## src/rtl/adder_pkg.sv

```systemverilog
// Shared types for the 8-bit adder datapath and its downstream sum FIFO.
package adder_pkg;

  localparam int OPERAND_W = 8;
  localparam int SUM_W     = OPERAND_W + 1;

  typedef logic [OPERAND_W-1:0] operand_t;
  typedef logic [SUM_W-1:0]     sum_t;

  // What the FIFO does at one clock edge.
  typedef enum logic [1:0] {
    OP_IDLE = 2'd0,
    OP_PUSH = 2'd1,
    OP_POP  = 2'd2,
    OP_BOTH = 2'd3
  } fifo_op_e;

  localparam logic [15:0] STAT_MAX = 16'hFFFF;

  function automatic fifo_op_e fifo_op(input logic push, input logic pop);
    fifo_op_e op;
    case ({pop, push})
      2'b01:   op = OP_PUSH;
      2'b10:   op = OP_POP;
      2'b11:   op = OP_BOTH;
      default: op = OP_IDLE;
    endcase
    return op;
  endfunction

endpackage

```

## src/rtl/adder_sum_fifo_mem.sv

```systemverilog
// DEPTH x WIDTH register array: synchronous write, asynchronous read, no reset.
module adder_sum_fifo_mem
  import adder_pkg::*;
#(
  parameter int DEPTH = 8,
  parameter int WIDTH = $bits(sum_t),
  parameter int PTR_W = $clog2(DEPTH)
) (
  input  logic             clk,
  input  logic             wr_en,
  input  logic [PTR_W-1:0] wr_addr,
  input  logic [WIDTH-1:0] wr_data,
  input  logic [PTR_W-1:0] rd_addr,
  output logic [WIDTH-1:0] rd_data
);

  logic [WIDTH-1:0] mem [DEPTH];

  always_ff @(posedge clk) begin
    if (wr_en) begin
      mem[wr_addr] <= wr_data;
    end
  end

  assign rd_data = mem[rd_addr];

endmodule

```

## src/rtl/adder_sum_fifo.sv

```systemverilog
// First-word-fall-through FIFO holding adder sums for the consumer.
// Define ADDER_SUM_FIFO_STATS_EN to add the carry_cnt/drop_cnt statistics ports.
module adder_sum_fifo
  import adder_pkg::*;
#(
  parameter int DEPTH = 8,
  parameter int SUM_W = $bits(sum_t),
  parameter int CNT_W = $clog2(DEPTH) + 1
) (
  input  logic             clk,
  input  logic             reset,
  input  logic             in_valid,
  output logic             in_ready,
  input  logic [SUM_W-1:0] sum,
  output logic             out_valid,
  input  logic             out_ready,
  output logic [SUM_W-1:0] out_sum,
  output logic             out_carry,
  output logic [CNT_W-1:0] count,
  output logic             full,
  output logic             empty
`ifdef ADDER_SUM_FIFO_STATS_EN
  ,
  output logic [15:0]      carry_cnt,
  output logic [15:0]      drop_cnt
`endif
);

  localparam int PTR_W = $clog2(DEPTH);

  logic [PTR_W-1:0] wr_ptr;
  logic [PTR_W-1:0] rd_ptr;
  logic [SUM_W-1:0] rd_data;
  logic             push;
  logic             pop;

  assign full      = (count == CNT_W'(DEPTH));
  assign empty     = (count == '0);
  assign in_ready  = !full && !reset;
  assign out_valid = !empty;
  assign push      = in_valid && in_ready;
  assign pop       = out_valid && out_ready;

  // Storage is never reset, so mask it until a real entry is present.
  assign out_sum   = out_valid ? rd_data : '0;
  assign out_carry = out_sum[SUM_W-1];

  adder_sum_fifo_mem #(
    .DEPTH (DEPTH),
    .WIDTH (SUM_W),
    .PTR_W (PTR_W)
  ) u_mem (
    .clk     (clk),
    .wr_en   (push),
    .wr_addr (wr_ptr),
    .wr_data (sum),
    .rd_addr (rd_ptr),
    .rd_data (rd_data)
  );

  always_ff @(posedge clk or posedge reset) begin
    if (reset) begin
      wr_ptr <= '0;
      rd_ptr <= '0;
      count  <= '0;
    end else begin
      if (push) begin
        wr_ptr <= wr_ptr + PTR_W'(1);
      end
      if (pop) begin
        rd_ptr <= rd_ptr + PTR_W'(1);
      end
      case (fifo_op(push, pop))
        OP_PUSH: count <= count + CNT_W'(1);
        OP_POP:  count <= count - CNT_W'(1);
        default: count <= count;
      endcase
    end
  end

`ifdef ADDER_SUM_FIFO_STATS_EN
  // Both counters stick at all-ones rather than wrapping.
  always_ff @(posedge clk or posedge reset) begin
    if (reset) begin
      carry_cnt <= '0;
      drop_cnt  <= '0;
    end else begin
      if (push && sum[SUM_W-1] && (carry_cnt != STAT_MAX)) begin
        carry_cnt <= carry_cnt + 16'd1;
      end
      if (in_valid && full && (drop_cnt != STAT_MAX)) begin
        drop_cnt <= drop_cnt + 16'd1;
      end
    end
  end
`else
  // Statistics build option disabled: no counters exist.
`endif

endmodule

```

## config.mk

```make
export PLATFORM = sky130hd
export DESIGN_NAME = adder_sum_fifo
export DESIGN_NICKNAME = d
export VERILOG_FILES = /design/src/rtl/adder_pkg.sv /design/src/rtl/adder_sum_fifo_mem.sv /design/src/rtl/adder_sum_fifo.sv
export SDC_FILE = /design/constraint.sdc
export NUM_CORES = 1
export LEC_CHECK = 0
export ABC_AREA = 1
export BUFFER_PORTS_ARGS = -buffer_cell sky130_fd_sc_hd__buf_4
export CELL_PAD_IN_SITES_DETAIL_PLACEMENT = 1
export CELL_PAD_IN_SITES_GLOBAL_PLACEMENT = 1
export CORE_MARGIN = 4
export CORE_UTILIZATION = 41
export CTS_CLUSTER_SIZE = 24
export DETAILED_ROUTE_END_ITERATION = 12
export HOLD_SLACK_MARGIN = 0.08
export PLACE_DENSITY_LB_ADDON = 0.15
export SLEW_MARGIN = 15
export SYNTH_ARGS = -nofsm -noshare
export SYNTH_HDL_FRONTEND = slang
export SYNTH_HIERARCHICAL = 1
export SYNTH_SLANG_ARGS = --single-unit
```

## constraint.sdc

```tcl
create_clock -name clk -period 2.4 [get_ports clk]
set_input_delay 0.48 -clock clk [delete_from_list [all_inputs] [get_ports clk]]
set_output_delay 0.48 -clock clk [all_outputs]
set_load 0.01 [all_outputs]
```

== Yosys cells after proc, flatten, opt, wreduce, memory -nomap -nowiden ==
Memory sizes are Yosys's and may differ from the RTL's.
Index checks and enable logic that the tools add are counted.
Operators by class
  multiplexer cells: 5
  eq/ne operators: 6
  add/subtract/negate cells: 4
  reductions and logical operators: 8
Operators by type and width (number)
  $mux W9: 1
  $pmux W4 S2: 1
  $add A3 B1 Y3 const B: 2
  $eq A2 B2 Y1 const B: 3
  $pmux W2 S3: 1
  $add A4 B1 Y4 const B: 1
  $eq A2 B1 Y1 const B: 2
  $eq A4 B4 Y1 const B: 1
  $logic_not A4 Y1: 1
  $sub A4 B1 Y4 const B: 1
  $logic_and A1 B1 Y1: 3
  $logic_not A1 Y1: 3
  $mux W1: 2
  $reduce_bool A2 Y1: 1
Storage, ports and cells
  memories: 1
  register bits after elaboration: 10
  logic and storage cells: 27
  input bits: 13
  memory bits (writable): 72
  output and inout bits: 18
Memories
  u_mem.mem: depth 8, bits a word 9, rd ports 1, clocked after memory_dff 0, wr ports 1, line adder_sum_fifo_mem.sv:17  | logic [WIDTH-1:0] mem [DEPTH];

== Logic depth before layout (Yosys ltp) ==
Gate-level depths: netlist of run 1.
  depth after elaboration: 8
  gate-level depth with buffers: 13
  depth with buffers taken out: 13

== Cells and area by module ==
Netlist of run 1, hierarchy kept.
By module, submodules not included
  adder_sum_fifo_mem: seq. area each 2162.1 sq um, cells an instance 328, area each 3228.1 sq um, instances 1
  adder_sum_fifo: seq. area each 250.2 sq um, cells an instance 87, area each 673.1 sq um, instances 1

== Worst setup path after synthesis of run 1 ==
OpenSTA, ideal clock, no wires.
  path type: input -> register
  from: input reset
  to: register count[2]
  setup time: 129 ps
  cell stages on the path: 9
  slack: 436 ps
  buffers on the path: 0
  data arrival time: 1834 ps
  data required time: 2271 ps
  cell sequence: inv_1 -> nand3_4 -> ha_1 -> nor2_1 -> nor2_2 -> ha_1 -> a21oi_1 -> xor2_1 -> o21ai_0
On the way
  longest elaborated chain between the ends: 7
  elaborated cells between the ends (all ways): 11
  those cells by class: eq/ne (5); mux (2); reduce/logical (4)
Ends and longest elaborated chain
  start, declared: line adder_sum_fifo.sv:11  | input logic reset,
  $logic_not A1 Y1 (no line) (*)
  $logic_and A1 B1 Y1 (*): line adder_sum_fifo.sv:39  | assign in_ready = !full && !reset;
  $logic_and A1 B1 Y1 (*): line adder_sum_fifo.sv:41  | assign push = in_valid && in_ready;
  $eq A2 B2 Y1 / $eq A2 B1 Y1 (equally long branches): line adder_pkg.sv:22  | case ({pop, push})
  $pmux W2 S3 (*): line adder_pkg.sv:22
  $eq A2 B2 Y1 / $eq A2 B1 Y1 (equally long branches): line adder_sum_fifo.sv:73  | case (fifo_op(push, pop))
  $pmux W4 S2 / $reduce_bool A2 Y1 (equally long branches)
  end signal, assigned: line adder_sum_fifo.sv:74  | OP_PUSH: count <= count + CNT_W'(1);
  end signal, assigned: line adder_sum_fifo.sv:75  | OP_POP: count <= count - CNT_W'(1);
  end signal, assigned: line adder_sum_fifo.sv:76  | default: count <= count;
  end, declared: line adder_sum_fifo.sv:19  | output logic [CNT_W-1:0] count,
Mark *: on every way between the ends. The rest lies on a longest branch, timed or not.
A chain may end at the register's enable or synchronous reset.

== Worst setup path in the final report of run 1 ==
  from: register rd_ptr[1]
  to: output out_sum[8]
On the way
  longest elaborated chain between the ends: 2
Ends and longest elaborated chain
  start, declared: line adder_sum_fifo.sv:32  | logic [PTR_W-1:0] rd_ptr;
  start signal, assigned: line adder_sum_fifo.sv:71  | rd_ptr <= rd_ptr + PTR_W'(1);
  $mem_v2 Z8 W9
  via rd_data[8]: line adder_sum_fifo.sv:33  | logic [SUM_W-1:0] rd_data;
  $mux W9: line adder_sum_fifo.sv:45  | assign out_sum = out_valid ? rd_data : '0;
  end, declared: line adder_sum_fifo.sv:17  | output logic [SUM_W-1:0] out_sum,
The timed path passes the listed nets, and every way through them passes these cells.

==> results.json, run 1 <==
{
  "drc": 0,
  "rows": 35,
  "grt_max_degree": 37,
  "viasPerCell": 4.58,
  "synth.top_cell.area_share_pct": 55.4,
  "synth_top_area_cell": "edfxtp_1",
  "drive_gt1_share_pct": 15.2,
  "clock-sinks": 82,
  "die_w_um": 106,
  "fill_cells": 1082,
  "arrival_ps": 1760,
  "die_h_um": 106,
  "diodes": 0,
  "antenna_found_initial": 0,
  "core_mm2": 0.00924,
  "fin_nets": 475,
  "placedInstanceArea_mm2": 0.00428,
  "min_path_type": "input pin to asynchronous set/reset pin",
  "crit_slowest_cell": "dfrtp_2",
  "switchingPower_mw": 2.01,
  "cts_tree": "yes",
  "cpPeakStageDelay_ps": 500,
  "grt-ovfl-total": 0,
  "crit_type": "flop to primary output",
  "synth_cell_types": 22,
  "maxSlewHeadroom_pct": 78.3,
  "routedWlPerCell_um": 15.3,
  "status": "completed",
  "register_area_mm2": 0.00241,
  "vias": 2705,
  "ys_seq_area_share_pct": 61.8,
  "synth_fp_nets": 433,
  "postSynthAreaPerCell_um2": 9.40,
  "fin_worst_skew_ps": 13.8,
  "cp_common_cell": "nand2_1",
  "cp_cell_sequence": "inv_4 -> nand3_1 -> nand2_1 -> nand2_1 -> nand2_1 -> inv_1 -> nor2_1 -> buf_4",
  "ys_ff_latch": 82,
  "fp.dieArea_mm2": 0.0111,
  "io_pins": 31,
  "grt_pass1_vias": 2879,
  "intPower_mw": 2.95,
  "routed_wl_um": 9060,
  "cts-root-buf": "clkbuf_8",
  "ant_nets": 0,
  "hold_viol": 0,
  "period_share_pct": 93.5,
  "period_needed_ps": 2240,
  "p_leak_nw": 2.14,
  "area_delta_synth_final_pct": 14.1,
  "synth_most_common_cell": "nand2_1",
  "comb_power_share_pct": 44.3,
  "portBuffers": 30,
  "power.total_mw": 4.96,
  "multi_input_area_mm2": 0.00101,
  "synth_edf_count": 72,
  "async_reset_ff_share_pct": 12.2,
  "ctsHoldBuffers": 0,
  "slew_violations": 0,
  "cts-buffers-inserted": 9,
  "swShare_pct": 40.5,
  "synth_area_leaders": "edfxtp_1, nand2_1, inv_1, dfrtp_1, nand3_1",
  "initial_core_util_pct": 42.2,
  "clkTransAtPathRegs_ps": 90,
  "cap_violations": 0,
  "grt_pass1_wl_um": 14400,
  "rsz0062_at_grt": "true",
  "worstMarginPinSlew_ps": 323,
  "worstPathRequired_ps": 1920,
  "pwr-share-seq_pct": 38.2,
  "clk_latency_ps": 360,
  "htree_levels": 3,
  "setup_viol": 0,
  "synth_flop_cell": "edfxtp_1",
  "critical_path.startpoint_type": "flop",
  "drtIter0Drc": 122,
  "syn_area_mm2": 0.00390,
  "p_clk_share_pct": 17.5,
  "path_delay_family": "flip-flops",
  "synthTopCellsByCount": "nand2_1, inv_1, edfxtp_1",
  "ir_worst_vdd_v": 0.000553,
  "first_pass_iters": 4,
  "crit_fanout": 18,
  "crit_buf_inv": 3,
  "dpl.hpwl_um": 6050,
  "syn_inst": 415,
  "track_usage_pct": 17.3,
  "end_kind": "primary output",
  "max-clock-path-buffers": 2,
  "yosysWarnings": 6,
  "max_freq_mhz": 446,
  "power.density_mw_per_mm2": 1110,
  "gp_congestion": 0.766,
  "post-route-cell-area_mm2": 0.00445
}
[state kept, by name, summed over array words and instances (netlist names)]
signal	flops
u_mem/mem	72
count	4
rd_ptr	3
wr_ptr	3
[through the flow]
| stage | hold WS (ps) | setup slack [ps] | utilization (%) | cells | TNS, ps |
|---|---|---|---|---|---|
| 2_1_floorplan | 350 | 436 | - | 415 | 0 |
| 3_3_place_gp | 503 | 368 | 46.3 | 575 | 0 |
| 3_5_place_dp | 514 | 319 | 46.3 | 575 | 0 |
| 4_1_cts | 178 | 2.02 | 48.1 | 591 | 0 |
| 5_1_grt | 173 | -2.72 | 48.2 | 591 | -2.72 |
| 6_report | 189 | 157 | 48.2 | 591 | 0 |
[power groups by stage]
stage	logic [mW]	registers (mW)	clock network, mW
after floorplan	1.52	1.89	0
after global placement	2.18	1.91	0
after detailed placement	2.23	1.92	0
after CTS	2.25	1.89	0.894
after global routing	2.48	1.92	0.964
final	2.20	1.89	0.869
[worst paths after layout]
path,start,to,slack (ps),cells past startpoint
setup / recovery,rd_ptr[1],out_sum[8],160,8
min in group clk,sum[2],u_mem/mem[7][2],350,1
hold reg to reg,wr_ptr[2],wr_ptr[2],520,1
setup reg to reg,count[0],count[2],320,11
hold / removal,reset,count[1],190,3
max in group asynchronous,reset,wr_ptr[2],2050,3
[cells in the final DEF, fill, tap and decap left out]
master and n:
a21oi_1 1, buf_4 42, buf_6 1, clkbuf_1 2
clkbuf_8 9, clkinv_1 2, clkinv_2 1, clkinvlp_4 3
dfrtp_1 9, dfrtp_2 1, edfxtp_1 72, ha_1 5
inv_1 93, inv_2 3, inv_4 1, inv_6 1
nand2_1 141, nand2_2 1, nand2_4 1, nand3_1 39
nand3_2 2, nand3_4 1, nor2_1 19, nor2_2 3
o21ai_0 2, xnor2_1 5, xor2_1 2
[timing repair]
action	CTS	global route
endpoints found under the setup margin	0	8
hold endpoints to repair	0	0
resized for setup	0	3
buffers inserted	0	0
[area by class of cell]
cell class	instances	share of cell area (%)
clock inverters	5	0.703
inverters	99	8.52
clock buffers	11	2.95
multi-input cells	222	22.7
repair buffers	43	7.34
well taps	129	3.63
flip-flops and latches	82	54.2
[routing by layer]
metal	track usage, %	vias to the layer above	wire length (µm)
met1	19.4	1297	3800
met4	4.90	0	91
li1	-	1347	-
met3	4.78	8	345
met2	32.0	53	4820
met5	0	-	0
[kinds of logic (layout without fill, tap and decap cells)]
group / after synthesis / in the layout / share of synthesized area [%]
xor gates and xnor gates: 7 / 7 / 1.57
AOI/OAI and AO/OA: 3 / 3 / 0.385
and+or+nand+nor: 207 / 207 / 22.3
adders and majority gates: 5 / 5 / 1.60
buffers and inverters: 111 / 158 / 12.3
DFF: 82 / 82 / 61.8
[worst register-to-register path: cells and delay by family, from the launching register on]
kind                       cells  cell delay (ps)
and+or+nand+nor                5              650
adders and majority gates      2              390
buffers and inverters          1               60
DFF                            1              460
AOI/OAI and AO/OA              2              250
xor gates and xnor gates       1              150
Note: power is estimated with default switching activity, not from simulation.
==> inputs of run 2 (changes only) <==
--- a/config.mk
+++ b/config.mk
@@ -7,13 +7,12 @@
 export LEC_CHECK = 0
 export ABC_AREA = 1
 export BUFFER_PORTS_ARGS = -buffer_cell sky130_fd_sc_hd__buf_4
-export CELL_PAD_IN_SITES_DETAIL_PLACEMENT = 1
-export CELL_PAD_IN_SITES_GLOBAL_PLACEMENT = 1
 export CORE_MARGIN = 4
 export CORE_UTILIZATION = 41
 export CTS_CLUSTER_SIZE = 24
 export DETAILED_ROUTE_END_ITERATION = 12
 export HOLD_SLACK_MARGIN = 0.08
+export MAX_ROUTING_LAYER = met4
 export PLACE_DENSITY_LB_ADDON = 0.15
 export SLEW_MARGIN = 15
 export SYNTH_ARGS = -nofsm -noshare
==> run 2 against run 1 <==
Sequential power hardly changed. Cell count up 0.51%. Highest routed layer unchanged. Global-route usage down 1.1 points. Combinational power about the same. Final area increased by 0.31%. Die area did not move. Worst setup slack worse by 1.6 ps. Clock skew shrank 9.1 ps. Sequential share of layout area fell by 0.20 points. First-iteration DRC count grew 12%. Largest power group unchanged. Via count decreased by 1.3%. Clock power down 2.8%.
==> results.json, run 2 (synthesis gave the netlist of run 1 again) <==
{
  "area_delta_synth_final_pct": 14.5,
  "top_regs": "u_mem/mem (72), count (4)",
  "maxSlewHeadroom_pct": 73.1,
  "rows": 35,
  "cap_violations": 0,
  "post_cts_buffers": 0,
  "diodes": 0,
  "fin_nets": 478,
  "core_mm2": 0.00924,
  "die_w_um": 106,
  "rsz0062_at_grt": "false",
  "cts-buffers-inserted": 9,
  "routed_wl_um": 8280,
  "max_freq_mhz": 446,
  "first_pass_iters": 4,
  "htree_levels": 3,
  "grt_pass1_vias": 2640,
  "io_pins": 31,
  "setup_viol": 0,
  "cp-startpoint": "rd_ptr[0]",
  "period_share_pct": 93.5,
  "fin_worst_skew_ps": 4.69,
  "final_cell_mix": "nand2_1, inv_1, edfxtp_1",
  "crit_type": "flop to primary output",
  "min_path_type": "input pin to asynchronous set/reset pin",
  "worstPathRequired_ps": 1920,
  "initial_core_util_pct": 42.2,
  "end_kind": "primary output",
  "portBuffers": 30,
  "layout_commonest_cell": "nand2_1",
  "cts-resized-gates": 0,
  "status": "completed",
  "routedWlPerCell_um": 13.9,
  "clk_latency_ps": 350,
  "die_h_um": 106,
  "tns_ps": 0,
  "rrSetupSlack_ps": 370,
  "antenna_found_initial": 0,
  "power.total_mw": 4.90,
  "cts-root-buf": "clkbuf_8",
  "rr_worst_depth": 11,
  "setup_ws_ps": 156,
  "viasPerCell": 4.49,
  "endpoint": "out_sum[1]",
  "ir_worst_vdd_v": 0.000548,
  "reg2reg_to": "count[2]",
  "power.density_mw_per_mm2": 1100,
  "crit_fanout": 36,
  "max-clock-path-buffers": 2,
  "critical_path.startpoint_type": "flop",
  "cts_tree": "yes",
  "ctsHoldBuffers": 0,
  "largest_reg_flops": 72,
  "regMostFlops": "u_mem/mem",
  "hold_viol": 0,
  "worstMarginPinSlew_ps": 403,
  "ant_nets": 0,
  "clkTransAtPathRegs_ps": 80,
  "fp.dieArea_mm2": 0.0111,
  "pre_cts_ws_ps": 392,
  "p_leak_nw": 2.16,
  "drc": 0,
  "period_needed_ps": 2240,
  "track_usage_pct": 16.2,
  "slew_violations": 0,
  "grt_pass1_wl_um": 13500,
  "drtIter0Drc": 137,
  "vias": 2669,
  "r2r-start": "count[0]",
  "dpl.hpwl_um": 5370,
  "grt-ovfl-total": 0,
  "gp_congestion": 0.847,
  "drive_gt1_share_pct": 15.7,
  "arrival_ps": 1760,
  "clock-sinks": 82,
  "grt_max_degree": 37
}
==> run 2: area by class of cell <==
class | instances | area [µm²]
Inverter | 99 | 377
Multi-Input combinational cell | 222 | 1010
Tap cell | 129 | 161
Sequential cell | 82 | 2410
Clock buffer | 10 | 128
Fill cell | 888 | 4770
Clock inverter | 6 | 33.8
Timing Repair Buffer | 46 | 345
==> run 2: worst max-delay path, cell delays in order (launching register included) <==
cell and delay, ps:
dfrtp_1 420, inv_4 330, nand2_1 100, nand3_1 100, nand2_1 60, nand2_1 60, nand2_1 110, inv_1 60
nor2_1 40, buf_4 140
==> run 2: worst min-delay path by stage <==
| stage | from | slack, ps | to | cells past startpoint |
|---|---|---|---|---|
| 2_1_floorplan | reset | 350 | count[0] | 1 |
| 3_3_place_gp | wr_ptr[2] | 500 | wr_ptr[2] | 1 |
| 3_5_place_dp | wr_ptr[2] | 510 | wr_ptr[2] | 1 |
| 4_1_cts | reset | 200 | count[3] | 3 |
| 5_1_grt | reset | 210 | count[3] | 3 |
| 6_report | reset | 200 | count[3] | 3 |
==> run 2: stage by stage <==
stage          instance area, µm²  hold WS, ps  utilization, %  cells
6_report                     4470          198            48.3    594
5_1_grt                      4470          215            48.3    594
4_1_cts                      4470          195            48.3    594
3_5_place_dp                 4300          508            46.6    578
3_3_place_gp                 4300          503            46.6    578
2_1_floorplan                3900          350               -    415
==> run 2: metal layers <==
metal  GRT usage [%]  share of wire (%)  vias to the layer above
met4            6.57                1.7                        0
met3            2.27                4.3                       11
met5               -                  0                        -
met2            26.7                 49                       61
met1            20.3                 45                     1242
li1                -                  -                     1355
==> run 2: power by group <==
group / total (mW) / switching, mW / internal, mW
logic: 2.19 / 1.35 / 0.846
clock network: 0.845 / 0.478 / 0.367
registers: 1.87 / 0.129 / 1.74
